<file path="src/rtl/ctrl_pkg.sv">
// ctrl_pkg: shared state encoding, instruction field constants and legality rule
// for the datapath control FSM.
package ctrl_pkg;
    typedef enum logic [2:0] {
        WAIT,
        DECODE,
        WRITE_IMM,
        GET_A,
        GET_B,
        ALU,
        WRITE_REG
    } state_t;
    localparam logic [2:0] OPC_MOV = 3'b110;
    localparam logic [2:0] OPC_ALU = 3'b101;
    localparam logic [1:0] MOV_IMM = 2'b10;
    localparam logic [1:0] MOV_REG = 2'b00;
    localparam logic [1:0] ALU_ADD = 2'b00;
    localparam logic [1:0] ALU_SUB = 2'b01;
    localparam logic [1:0] ALU_AND = 2'b10;
    localparam logic [1:0] ALU_MVN = 2'b11;
    localparam logic [1:0] SH_NONE = 2'b00;
    localparam logic [1:0] SH_LSL1 = 2'b01;
    localparam logic [1:0] SH_LSR1 = 2'b10;
    localparam logic [1:0] SH_ASR1 = 2'b11;
    // Every ALU op is defined; only MOV immediate and MOV register exist under OPC_MOV.
    function automatic logic is_legal(input logic [2:0] opcode, input logic [1:0] op);
        return opcode == OPC_ALU || (opcode == OPC_MOV && (op == MOV_IMM || op == MOV_REG));
    endfunction
endpackage

</file>
<file path="src/rtl/instr_decoder.sv">
// instr_decoder: combinational field split of the instruction register.
//   ir     : latched instruction word
//   opcode, op, rn, rd, sh, rm : instruction fields
//   imm    : IR[7:0] sign-extended to DATA_W
//   legal  : instruction is one the controller can execute
module instr_decoder
    import ctrl_pkg::*;
#(
    parameter int DATA_W = 16,
    parameter int IMM_W  = 8
) (
    input  logic [DATA_W-1:0] ir,
    output logic [2:0]        opcode,
    output logic [1:0]        op,
    output logic [2:0]        rn,
    output logic [2:0]        rd,
    output logic [1:0]        sh,
    output logic [2:0]        rm,
    output logic [DATA_W-1:0] imm,
    output logic              legal
);
    assign opcode = ir[15:13];
    assign op     = ir[12:11];
    assign rn     = ir[10:8];
    assign rd     = ir[7:5];
    assign sh     = ir[4:3];
    assign rm     = ir[2:0];
    assign imm    = {{(DATA_W-IMM_W){ir[IMM_W-1]}}, ir[IMM_W-1:0]};
    assign legal  = is_legal(opcode, op);
endmodule

</file>
<file path="src/rtl/datapath_controller.sv">
// datapath_controller: instruction-sequencing FSM driving the datapath control lines.
//   clk, reset   : clock, synchronous active-high reset
//   s, in        : start strobe and instruction word, accepted only while waiting
//   w            : high while idle and ready
//   illegal      : one-cycle pulse while decoding an undefined instruction
//   readnum, writenum, write, vsel, loada, loadb, loadc, loads, asel, bsel,
//   shift, ALUop : datapath controls (registered, Moore)
//   datapath_in  : sign-extended immediate from the held instruction
module datapath_controller
    import ctrl_pkg::*;
#(
    parameter int DATA_W = 16,
    parameter int IMM_W  = 8
) (
    input  logic              clk,
    input  logic              reset,
    input  logic              s,
    input  logic [DATA_W-1:0] in,
    output logic              w,
    output logic              illegal,
    output logic [2:0]        readnum,
    output logic [2:0]        writenum,
    output logic              write,
    output logic              vsel,
    output logic              loada,
    output logic              loadb,
    output logic              loadc,
    output logic              loads,
    output logic              asel,
    output logic              bsel,
    output logic [1:0]        shift,
    output logic [1:0]        ALUop,
    output logic [DATA_W-1:0] datapath_in
);
    state_t            state;
    logic [DATA_W-1:0] ir;
    logic [2:0]        opcode, rn, rd, rm;
    logic [1:0]        op, sh;
    logic              legal;
    logic              is_mov, is_cmp;

    instr_decoder #(.DATA_W(DATA_W), .IMM_W(IMM_W)) u_dec (
        .ir(ir), .opcode(opcode), .op(op), .rn(rn), .rd(rd), .sh(sh), .rm(rm),
        .imm(datapath_in), .legal(legal)
    );

    assign is_mov = opcode == OPC_MOV;
    assign is_cmp = opcode == OPC_ALU && op == ALU_SUB;
    assign bsel   = 1'b0;

    // Outputs are registered alongside the state: each branch loads the values
    // belonging to the state being entered.
    always_ff @(posedge clk) begin
        if (reset) begin
            state    <= WAIT;
            ir       <= '0;
            w        <= 1'b1;
            illegal  <= 1'b0;
            readnum  <= '0;
            writenum <= '0;
            write    <= 1'b0;
            vsel     <= 1'b0;
            loada    <= 1'b0;
            loadb    <= 1'b0;
            loadc    <= 1'b0;
            loads    <= 1'b0;
            asel     <= 1'b0;
            shift    <= SH_NONE;
            ALUop    <= ALU_ADD;
        end else begin
            w        <= 1'b0;
            illegal  <= 1'b0;
            readnum  <= '0;
            writenum <= '0;
            write    <= 1'b0;
            vsel     <= 1'b0;
            loada    <= 1'b0;
            loadb    <= 1'b0;
            loadc    <= 1'b0;
            loads    <= 1'b0;
            asel     <= 1'b0;
            shift    <= SH_NONE;
            ALUop    <= ALU_ADD;
            unique case (state)
                WAIT: begin
                    if (s) begin
                        ir      <= in;
                        // Judged on the incoming word so the pulse lines up with DECODE.
                        illegal <= !is_legal(in[15:13], in[12:11]);
                        state   <= DECODE;
                    end else begin
                        w <= 1'b1;
                    end
                end
                DECODE: begin
                    if (!legal) begin
                        state <= WAIT;
                        w     <= 1'b1;
                    end else if (is_mov && op == MOV_IMM) begin
                        state    <= WRITE_IMM;
                        writenum <= rn;
                        vsel     <= 1'b1;
                        write    <= 1'b1;
                    end else if (!is_mov && op != ALU_MVN) begin
                        state   <= GET_A;
                        readnum <= rn;
                        loada   <= 1'b1;
                    end else begin
                        state   <= GET_B;
                        readnum <= rm;
                        loadb   <= 1'b1;
                    end
                end
                GET_A: begin
                    state   <= GET_B;
                    readnum <= rm;
                    loadb   <= 1'b1;
                end
                GET_B: begin
                    state <= ALU;
                    shift <= sh;
                    asel  <= is_mov;
                    ALUop <= is_mov ? ALU_ADD : op;
                    loads <= is_cmp;
                    loadc <= !is_cmp;
                end
                ALU: begin
                    if (is_cmp) begin
                        state <= WAIT;
                        w     <= 1'b1;
                    end else begin
                        state    <= WRITE_REG;
                        writenum <= rd;
                        write    <= 1'b1;
                    end
                end
                default: begin
                    state <= WAIT;
                    w     <= 1'b1;
                end
            endcase
        end
    end
endmodule

</file>
<file path="config.mk">
export PLATFORM = sky130hd
export DESIGN_NAME = datapath_controller
export DESIGN_NICKNAME = d
export VERILOG_FILES = /design/src/rtl/ctrl_pkg.sv /design/src/rtl/instr_decoder.sv /design/src/rtl/datapath_controller.sv
export SDC_FILE = /design/constraint.sdc
export NUM_CORES = 1
export LEC_CHECK = 0
export BUFFER_PORTS_ARGS = -buffer_cell sky130_fd_sc_hd__clkbuf_2
export CORE_ASPECT_RATIO = 0.7
export CORE_MARGIN = 4
export CORE_UTILIZATION = 35
export CTS_CLUSTER_SIZE = 24
export DETAILED_ROUTE_END_ITERATION = 7
export HOLD_SLACK_MARGIN = 0.03
export REMOVE_ABC_BUFFERS = 1
export SLEW_MARGIN = 10
export SYNTH_ARGS = -nofsm -noshare
export SYNTH_HDL_FRONTEND = slang
export SYNTH_SLANG_ARGS = --single-unit
</file>
<file path="constraint.sdc">
create_clock -name clk -period 1.2 [get_ports clk]
set_input_delay 0.06 -clock clk [delete_from_list [all_inputs] [get_ports clk]]
set_output_delay 0.06 -clock clk [all_outputs]
set_load 0.005 [all_outputs]
</file>
==> impl_metrics.json <==
{
  "outcome": "finished with violations",
  "violations": "negative setup slack",
  "whs_ps": 176,
  "cp_slowest_cell": "dfxtp_2",
  "synth_edf_count": 0,
  "seq_area_frac_synth_pct": 46.7,
  "hp-class": "input pin to flop",
  "power_mw": 2.62,
  "finalWorstSetupSlack_ps": -19.9,
  "clock_path_buffers": 2,
  "worstPathMaxFanout": 16,
  "mostFrequentLayoutCells": "53 x clkbuf_2, 41 x nand2_1, 31 x dfxtp_1, 23 x buf_4, 16 x dlygate4sd3_1",
  "wl_per_cell_um": 13.0,
  "netlist_instances": 183,
  "synth_top_area_share_pct": 46.7,
  "drc": 0,
  "async_reset_ff_share_pct": 0,
  "placement.io_buffers": 53,
  "area_growth_pct": 44.2,
  "drt-pass1-iter-count": 4,
  "drt_iter0_drc": 64,
  "crit_top_cell": "buf_12",
  "final_antenna_net_count": 0,
  "synth.distinct_cells": 42,
  "powerDensity_mw_per_mm2": 1120,
  "start_util_pct": 37.0,
  "crit_type": "flop to flop",
  "p_switching_mw": 0.654,
  "drv_cap": 0,
  "grt_pass1_vias": 1355,
  "antenna-diode-count": 0,
  "setup_viol": 10,
  "clk_pin_slew_ps": 70,
  "path_buf_inv": 2,
  "cts-buffers-inserted": 5,
  "mostFrequentLayoutCell": "clkbuf_2",
  "via_per_inst": 4.71,
  "fp.dieH_um": 65.1,
  "grt_pass1_wl_um": 6600,
  "avgSynthCellArea_um2": 8.90,
  "clkLatencyLatePin_ps": 280,
  "cp_cell_sequence": "buf_12 > nor4b_4 > buf_12 > nand2_1 > a21oi_2",
  "r2r_cells": 5,
  "slowest_delay_ps": 340,
  "ys_top_cells_by_area": "dfxtp_1 47%, nand2_1 9.5%, buf_4 8.3%",
  "synth-seq-cells": 38,
  "row_count": 20,
  "p_int_mw": 1.97,
  "whs_path_depth": 2,
  "yosys.area.top_type": "dfxtp_1",
  "coreArea_mm2": 0.00440,
  "die_area_mm2": 0.00582,
  "cp-end-kind": "flop",
  "cts_sinks": 38,
  "power.leakage_nw": 1.02,
  "drt_wl_total_um": 4110,
  "overflow": 0,
  "fin_crit_sh_pct": 102,
  "hold_path_end": "ir[3]",
  "antenna_found_initial": 0,
  "ios": 55,
  "grt.total_usage_pct": 14.9,
  "min_from": "reset",
  "timing.rr.end": "ir[13]",
  "crit_path_start_kind": "flop",
  "ys.warnings.count": 0,
  "maxSlewViolCount": 0,
  "drive_above_1_share_pct": 44.3,
  "p_comb_share_pct": 14.2,
  "critPathTopFamily": "simple AND/OR/NAND/NOR gates",
  "hold_viol": 0,
  "ir_drop_v": 0.000583,
  "crit_required_ps": 1420,
  "finalClockSkew_ps": 4.90,
  "fmax_ghz": 0.820,
  "clockRootBuffer": "clkbuf_8",
  "crit_arrival_ps": 1440,
  "rrSetupSlack_ps": -20,
  "p_seq_share_pct": 51.6,
  "hpwl_um": 2940,
  "r2r-start": "state[2]",
  "via_count": 1494,
  "htreeDepth": 2,
  "cts_setup_buffers": 0,
  "die_w_um": 89.5,
  "rsz0062_at_grt": "yes",
  "min_period_ps": 1220,
  "syn_area_mm2": 0.00163,
  "clkPwrFrac_pct": 34.2,
  "switching_share_pct": 24.9,
  "gp_congestion": 0.802,
  "fin_nets": 280,
  "path_depth": 5,
  "grt_start_max_net_pins": 18,
  "cts_tree": "yes",
  "synthFlopType": "dfxtp_1"
}
[per-stage QoR]
stage,instances,cell area (um2),setup slack [ps],utilization [%],TNS (ps)
2_1_floorplan,159,1460,-133,-,-1810
3_3_place_gp,293,2020,-90.0,46.0,-418
3_5_place_dp,293,2020,-74.7,46.0,-415
4_1_cts,317,2290,-31.3,52.1,-171
5_1_grt,317,2350,-104,53.3,-1710
6_report,317,2350,-19.9,53.3,-86.0
[state kept, by name, summed over array words and instances, names as in the netlist]
| register | flops |
|---|---|
| asel | 1 |
| loadc | 1 |
| illegal | 1 |
| loadb | 1 |
| shift | 2 |
| readnum | 3 |
| state | 3 |
| writenum | 3 |
| w | 1 |
| ir | 16 |
| write | 1 |
| ALUop | 2 |
| loads | 1 |
| loada | 1 |
| vsel | 1 |
[layer usage]
metal	track usage, %	share of wire [%]	vias to the layer above
li1	-	-	763
met5	0	0	-
met4	6.88	1.2	0
met1	21.1	49	685
met3	4.45	5.4	6
met2	20.6	44	40
[timing repair]
action,in CTS,in global routing
pin swaps,1,2
setup endpoints to repair,29,33
endpoints found under the hold margin,17,0
gates cloned,0,0
resized for setup,9,13
hold buffers,16,0
[kinds of logic (layout without fill, tap and decap cells)]
logic type,after synthesis,after routing,synth area share (%)
AND/OR/NAND/NOR,79,79,27.2
flip-flops,38,38,46.7
AO/OA/AOI/OAI,35,35,12.8
buffers and inverters,27,106,11.1
XOR/XNOR,1,1,0.538
other,1,1,0.230
multiplexers,2,2,1.31
[layout make-up]
cell class	instances	area (um2)
clock buffer	7	86.3
fill	424	2060
sequential	38	769
tap	55	68.8
timing repair buffer	95	658
clock inverter	1	5.00
inverter	3	11.3
multi-input combinational	118	748
[how the worst max path moves through the flow]
stage                     slack, ps      from          end
after floorplan                -130  state[2]  writenum[2]
final                           -20  state[2]       ir[13]
after CTS                       -30  state[2]       ir[15]
after detailed placement        -70    ir[14]  writenum[2]
after global routing           -100  state[2]       ir[15]
after global placement          -90    ir[14]  writenum[1]
[cells in the mapped netlist (3+ instances only)]
cell type and instances:
a21oi_1 19, a22o_1 3, and2_1 3, and3_1 3, buf_2 4, buf_4 18, dfxtp_1 38, inv_1 3
nand2_1 41, nand4_1 3, nor2_1 7, nor3_1 3, o21ai_0 3, o22ai_1 3
[power by group through the flow]
stage	clock network, mW	registers [mW]	logic [mW]
after CTS	0.923	1.35	0.358
after global placement	0	1.37	0.313
after global routing	0.981	1.36	0.413
final	0.897	1.35	0.372
after detailed placement	0	1.38	0.313
after floorplan	0	1.38	0.120
(Power assumes the default switching activity.)
